`src/rtl/ahb_gpio_bank.sv`:
```
// ---------------------------------------------------------------------------
// ahb_gpio_bank
//
// AHB-lite zero-wait-state slave owning one GPIO bank of WIDTH pins.
// Holds the pad output values, output enables (active low), a 2-flop input
// synchroniser, and per-pin edge-triggered interrupt status with enables and
// selectable polarity. One instance per bank; irq feeds a user_irq bit.
//
// Register map (word offsets, data in bits [WIDTH-1:0], zero-extended):
//   0x00 OUT  RW   pad output values
//   0x04 OEB  RW   pad output enables, 1 = pin is an input
//   0x08 IN   RO   synchronised pad values
//   0x0C IE   RW   interrupt enable per pin
//   0x10 IS   W1C  interrupt status per pin
//   0x14 POL  RW   1 = rising edge, 0 = falling edge
//   0x18/0x1C      unmapped, read 0, writes ignored
//
// Ports:
//   HCLK, HRESETn          bus clock, async active-low reset
//   HSEL, HADDR, HTRANS,
//   HWRITE, HSIZE, HREADY  address-phase controls (HSIZE ignored)
//   HWDATA                 write data, data phase
//   HRDATA                 read data, data phase
//   HREADYOUT              always 1
//   gpio_in                raw asynchronous pad inputs
//   gpio_out, gpio_oeb     pad output values / enables (active low)
//   irq                    registered level interrupt, |(IS & IE)
// ---------------------------------------------------------------------------
module ahb_gpio_bank #(
    parameter int               WIDTH     = 8,
    parameter logic [WIDTH-1:0] OEB_RESET = '1
) (
    input  logic             HCLK,
    input  logic             HRESETn,
    input  logic             HSEL,
    input  logic [31:0]      HADDR,
    input  logic [1:0]       HTRANS,
    input  logic             HWRITE,
    input  logic [2:0]       HSIZE,
    input  logic [31:0]      HWDATA,
    input  logic             HREADY,
    output logic [31:0]      HRDATA,
    output logic             HREADYOUT,
    input  logic [WIDTH-1:0] gpio_in,
    output logic [WIDTH-1:0] gpio_out,
    output logic [WIDTH-1:0] gpio_oeb,
    output logic             irq
);

    localparam logic [2:0] A_OUT = 3'd0;
    localparam logic [2:0] A_OEB = 3'd1;
    localparam logic [2:0] A_IN  = 3'd2;
    localparam logic [2:0] A_IE  = 3'd3;
    localparam logic [2:0] A_IS  = 3'd4;
    localparam logic [2:0] A_POL = 3'd5;

    // Captured address phase
    logic             valid_q, valid_d;
    logic             wr_q, wr_d;
    logic [2:0]       addr_q, addr_d;

    // Registers
    logic [WIDTH-1:0] out_q, out_d;
    logic [WIDTH-1:0] oeb_q, oeb_d;
    logic [WIDTH-1:0] ie_q, ie_d;
    logic [WIDTH-1:0] is_q, is_d;
    logic [WIDTH-1:0] pol_q, pol_d;

    // Input synchroniser and edge history
    logic [WIDTH-1:0] s1_q, s1_d;
    logic [WIDTH-1:0] s2_q, s2_d;
    logic [WIDTH-1:0] prev_q, prev_d;

    logic             irq_q, irq_d;

    logic             accept;
    logic             wr_en;
    logic [WIDTH-1:0] wdata;
    logic [WIDTH-1:0] ev;
    logic [WIDTH-1:0] clr;
    logic [31:0]      rd_word;

    // Bits of the bus that carry no meaning for this slave.
    logic unused_ok;
    assign unused_ok = ^{HADDR[31:5], HADDR[1:0], HSIZE, HTRANS[0], HWDATA};

    assign accept = HSEL & HREADY & HTRANS[1];
    assign wr_en  = valid_q & wr_q;
    assign wdata  = HWDATA[WIDTH-1:0];

    always_comb begin
        valid_d = accept;
        addr_d  = accept ? HADDR[4:2] : addr_q;
        wr_d    = accept ? HWRITE     : wr_q;
    end

    always_comb begin
        out_d = out_q;
        oeb_d = oeb_q;
        ie_d  = ie_q;
        pol_d = pol_q;
        clr   = '0;
        if (wr_en) begin
            case (addr_q)
                A_OUT:   out_d = wdata;
                A_OEB:   oeb_d = wdata;
                A_IE:    ie_d  = wdata;
                A_IS:    clr   = wdata;
                A_POL:   pol_d = wdata;
                default: ;
            endcase
        end
    end

    // Edge events are taken from the second sync stage so IS never sees
    // a metastable value; a new event wins over a simultaneous clear so
    // an edge landing during the W1C write is not lost.
    always_comb begin
        s1_d   = gpio_in;
        s2_d   = s1_q;
        prev_d = s2_q;
        ev     = (pol_q & s2_q & ~prev_q) | (~pol_q & ~s2_q & prev_q);
        is_d   = (is_q & ~clr) | ev;
        irq_d  = |(is_q & ie_q);
    end

    always_comb begin
        rd_word = '0;
        case (addr_q)
            A_OUT:   rd_word[WIDTH-1:0] = out_q;
            A_OEB:   rd_word[WIDTH-1:0] = oeb_q;
            A_IN:    rd_word[WIDTH-1:0] = s2_q;
            A_IE:    rd_word[WIDTH-1:0] = ie_q;
            A_IS:    rd_word[WIDTH-1:0] = is_q;
            A_POL:   rd_word[WIDTH-1:0] = pol_q;
            default: rd_word = '0;
        endcase
    end

    always_ff @(posedge HCLK or negedge HRESETn) begin
        if (!HRESETn) begin
            valid_q <= 1'b0;
            wr_q    <= 1'b0;
            addr_q  <= '0;
            out_q   <= '0;
            oeb_q   <= OEB_RESET;
            ie_q    <= '0;
            is_q    <= '0;
            pol_q   <= '1;
            s1_q    <= '0;
            s2_q    <= '0;
            prev_q  <= '0;
            irq_q   <= 1'b0;
        end else begin
            valid_q <= valid_d;
            wr_q    <= wr_d;
            addr_q  <= addr_d;
            out_q   <= out_d;
            oeb_q   <= oeb_d;
            ie_q    <= ie_d;
            is_q    <= is_d;
            pol_q   <= pol_d;
            s1_q    <= s1_d;
            s2_q    <= s2_d;
            prev_q  <= prev_d;
            irq_q   <= irq_d;
        end
    end

    assign HRDATA    = (valid_q & ~wr_q) ? rd_word : 32'h0;
    assign HREADYOUT = 1'b1;
    assign gpio_out  = out_q;
    assign gpio_oeb  = oeb_q;
    assign irq       = irq_q;

endmodule

```
`config.mk`:
```
export PLATFORM = sky130hd
export DESIGN_NAME = ahb_gpio_bank
export DESIGN_NICKNAME = d
export VERILOG_FILES = /design/src/rtl/ahb_gpio_bank.sv
export SDC_FILE = /design/constraint.sdc
export NUM_CORES = 1
export LEC_CHECK = 0
export CAP_MARGIN = 40
export CORE_UTILIZATION = 39
export DETAILED_ROUTE_END_ITERATION = 7
export HOLD_SLACK_MARGIN = 0.08
export PLACE_DENSITY = 0.83
export SYNTH_ARGS = -nofsm -noshare
export SYNTH_HDL_FRONTEND = slang
export SYNTH_SLANG_ARGS = --single-unit
```
`constraint.sdc`:
```
create_clock -name HCLK -period 1.82 [get_ports HCLK]
set_input_delay 0.182 -clock HCLK [delete_from_list [all_inputs] [get_ports HCLK]]
set_output_delay 0.182 -clock HCLK [all_outputs]
set_load 0.01 [all_outputs]
```
---- Word-level counts from Yosys, hierarchy flattened ----
Index checks and enable logic that the tools add are counted.
storage, ports and cells
  register bits after elaboration ......... 70
  input bits .............................. 82
  output and inout port bits .............. 50
  logic and storage cells ................. 44
cells by class
  eq/ne operators ......................... 5
  muxes and demuxes ....................... 4
  bitwise logic cells ..................... 17
  reductions and logical operators ........ 6
operators with widths
  kind                                                                    number
  8-bit bitwise AND                                                       6
  8-bit case mux with 6 select lines                                      1
  8-bit inverter                                                          4
  8-bit two-way mux                                                       3
  8-bit OR                                                                2
  2-bit AND reduction                                                     4
  8-bit OR reduction                                                      1
  3-bit by 2-bit equality test with 1-bit output (second input constant)  2
  3-bit equality test (second input constant)                             2
  1-bit bitwise AND                                                       4
  3-bit by 1-bit equality test with 1-bit output (second input constant)  1
  3-bit logical NOT                                                       1
  1-bit inverter                                                          1

---- Depth between registers and ports, before layout ----
  depth after elaboration ................. 6
  depth in mapped cells ................... 5
  mapped depth without buffers ............ 3

---- Worst setup path before layout ----
No wires, ideal clock.
  path kind ............................... register to register
  start ................................... reg addr_q[1]
  end ..................................... reg pol_q[0]
  setup time .............................. 82 ps
  arrival time ............................ 1504 ps
  data required time ...................... 1738 ps
  setup slack ............................. 234 ps
  stages on the path, launching flop included .. 5
  buffers on the path ..................... 2
  period minus slack after synthesis ...... 1586 ps
  cell sequence ........................... dfrtp_1 > clkbuf_8 > clkbuf_8 > nor3_2 > mux2_2
on the way
  cells in the longest elaborated chain, start to end .. 2
ends and longest elaborated chain
  what                           RTL line  text
  start: declaration             60        logic [2:0] addr_q, addr_d;
  start signal: assignment       157       addr_q <= addr_d;
  3-bit equality test            104       case (addr_q)
  2-bit AND reduction (no line)  --
  end signal: assignment         162       pol_q <= pol_d;
  end: declaration               67        logic [WIDTH-1:0] pol_q, pol_d;
No other way between the ends.
A chain may end at the register's enable or synchronous reset.

---- Worst setup path in the final report ----
  start ................................... reg addr_q[1]
  end ..................................... out HRDATA[3]
on the way
  cells in the longest elaborated chain, start to end .. 3
  elaborated cells between the ends (all ways) .. 8
  classes of those cells .................. eq/ne (5); mux (2); reduce/logical (1)
ends and longest elaborated chain
  what                                               RTL line  text
  3-bit equality test, or another cell as far along  129       case (addr_q)
  8-bit case mux with 6 select lines (*)             129
  8-bit two-way mux (*)                              170       assign HRDATA = (valid_q & ~wr_q) ? rd_word : 32'h0;
  end: declaration                                   42        output logic [31:0] HRDATA,
Mark *: on every way between the ends. The rest lies on a longest branch, timed or not.

==> flow_summary.ini <==
[run_status]
status = complete, but fails checks
failed_checks = setup timing

[global_routing]
antenna_found_initial = 0
grt_usage_pct = 18.19
grt_pass1_vias = 2349
grt.overflow.total = 0
grt_max_degree = 71
grt_pass1_wl_mm = 11.69

[yosys]
ys_types = 30
synth-seq-cells = 70
synth.avg_cell_area_um2 = 13.59
synth_common_cells = dfrtp_1 (54), mux2_2 (48), buf_4 (27)
syn_inst = 237
synth_edf_count = 0
yosysWarnings = 0
async_flop_share_pct = 100.0
yosysMostFrequentCell = dfrtp_1
synth_top_area_cell = dfrtp_1
synthTopCellsByArea = dfrtp_1 (42%), mux2_2 (17%), dfstp_2 (13%)
ys_seq_area_share_pct = 55.01
synth_top_area_share_pct = 41.96
syn_area_um2 = 3221
yosys_most_used_dff = dfrtp_1

[clock_network]
clock_latency_ps = 350
clockBufferDepth = 2
cts_buffers = 9
root_buffer = clkbuf_8
cts_tree = built
h-tree-depth = 3
path_clk_slew_ps = 70
clock_sinks = 70

[timing]
finalCriticalPeriod_ps = 2054
hold_viol_final = 0
clock.fmax_mhz = 486.9
setup_viol = 8
rsz0062_at_grt = true
fin_crit_sh_pct = 112.9
skew_ps = 6.848
finalSetupTns_ps = -1409
finalWorstSetupSlack_ps = -233.9
slew_violations = 0

[min_path]
holdPathEnd = s1_q[5]$_DFF_PN0_
holdPathStages = 1
holdCritStartpoint = gpio_in[5]
hp-class = primary input to flop

[finish]
n_antenna_cell = 0
layout-drive-gt1-share_pct = 47.65
n_fill_cell = 631
syn_to_final_growth_pct = 36.05
design_area_um2 = 4382
fin_cells = 442
fin_nets = 417

[pwr]
powerDensity_nw_per_um2 = 1058
pwr-share-clk_pct = 25.2
leakage_nw = 1.851
swShare_pct = 28.90
power_mw = 4.635
pwr-share-comb_pct = 31.1
intPower_mw = 3.295
power_switching_mw = 1.340
seqPwrFrac_pct = 43.7
irDropWorstVdd_mv = 0.6036

[worst_setup_path]
crit_buf_inv = 3
cp.required_ps = 1640
regToRegEndpoint = is_q[3]$_DFF_PN0_
ff2ff_path_depth = 5
cp_max_fo = 5
reg2reg_from = addr_q[2]$_DFFE_PN0P_
path_delay_family = compound AO/OA/AOI/OAI gates
worst_setup_path_end_kind = primary output
worstPathCellList = buf_6 -> and2b_2 -> buf_12 -> a221oi_2 -> a211oi_2 -> buf_2
crit_path_start_kind = flop
max_stage_delay_ps = 430
critPathKind = flop to primary output
rrSetupSlack_ps = 10
cp_data_arrival_time_ps = 1870
slowest_stage = dfrtp_1

[die]
rows = 32
dieArea_um2 = 8626
fp.dieW_um = 92.88
start_util_pct = 41.04
fp.dieH_um = 92.88
core_um2 = 7848
ios = 132

[placement]
dp.final_hpwl_mm = 4.785
dpl_cell_area_um2 = 3902
gp_congestion = 0.8475
io_buffers = 49
dp_cells = 407

[drt]
ant_nets = 0
vias = 2256
wire_per_inst_um = 17.43
dr.pass1.iters = 4
route.final.wire_length_mm = 7.706
post-route-drc-count = 0
viasPerCell = 5.104
drtIter0Drc = 154

[job]
cap_violations = 0
## flip-flops by register name, summed over array words and instances, names as in the netlist
name      cells
gpio_out      8
s1_q          8
prev_q        8
pol_q         8
prev_d        8
gpio_oeb      8
addr_q        3
wr_q          1
valid_q       1
is_q          8
irq           1
ie_q          8
## power groups by stage
stage	logic [mW]	registers [mW]	clock network, mW
after global placement	1.08	2.03	0
after CTS	1.28	2.02	1.19
final	1.44	2.03	1.17
after floorplan	0.609	2.03	0
after detailed placement	1.11	2.05	0
after global routing	1.53	2.05	1.26
## worst max-delay path by stage
stage	start	end	slack, ps	cells past startpoint
6_report	addr_q[1]$_DFFE_PN0P_	HRDATA[3]	-230	6
5_1_grt	addr_q[1]$_DFFE_PN0P_	HRDATA[3]	-300	6
2_1_floorplan	addr_q[1]$_DFFE_PN0P_	pol_q[0]$_DFFE_PN1P_	230	4
3_5_place_dp	addr_q[0]$_DFFE_PN0P_	HRDATA[4]	-210	4
3_3_place_gp	addr_q[1]$_DFFE_PN0P_	HRDATA[4]	-210	5
4_1_cts	addr_q[1]$_DFFE_PN0P_	HRDATA[7]	-200	6
## worst register-to-register path, stage by stage (launching register included)
cell and delay (ps):
dfrtp_1 420, buf_6 150, clkinv_8 70, buf_6 120, or4_4 620, a211o_1 320
## timing repair
action                                  CTS  global route
pin swaps                                 9            17
hold endpoints to repair                 54             0
endpoints found under the setup margin   16            16
cloned                                    0             1
gates resized for setup                  54            16
hold buffers                              1             0
buffers inserted                         11             8
## layout by cell type, fill, tap and decap left out, types with 4 or more instances in the layout
master	instances
a211o_1	8
a211oi_2	4
a22oi_1	5
a22oi_2	6
buf_2	9
buf_4	33
buf_6	10
clkbuf_8	12
clkdlybuf4s50_1	40
conb_1	25
dfrtp_1	53
dfstp_2	16
mux2_2	44
mux2_4	4
mux4_2	4
nand2_1	11
nand2b_1	9
nor2b_1	8
o22ai_1	8
## logic make-up after synthesis
family	count (synthesis)	synth area share (%)
simple gates	42	8.314
flops	70	55.01
buf+inv	35	8.392
other cells	2	0.2332
mux	52	19.58
compound gates	36	8.469
## metrics by stage
stage | util (%) | setup WS, ps | hold slack (ps)
4_1_cts | 54.02 | -197.3 | 249.4
6_report | 55.84 | -233.9 | 264.7
3_3_place_gp | 49.73 | -210.1 | 223.7
5_1_grt | 55.84 | -298.7 | 257.3
2_1_floorplan | - | 233.8 | -113.6
3_5_place_dp | 49.73 | -213.8 | 228.5
## routing by layer
layer  share of wire (%)  global-route usage, %  up-vias
met2                  53                  29.23       89
met1                  40                  21.35     1141
met5                   0                      0        -
li1                    -                      -     1015
met3                 5.4                  7.061       11
met4                 1.6                  8.462        0
## cell type report
cell class	instances	area, µm²	area share, %
Inverter	2	20.02	0.4569
Clock buffer	13	168.9	3.855
Clock inverter	3	17.52	0.3998
Sequential cell	70	1773	40.46
Timing Repair Buffer	97	900.9	20.56
Tap cell	102	127.6	2.913
Multi-Input combinational cell	155	1374	31.35
Power figures use the tool's default switching activity.
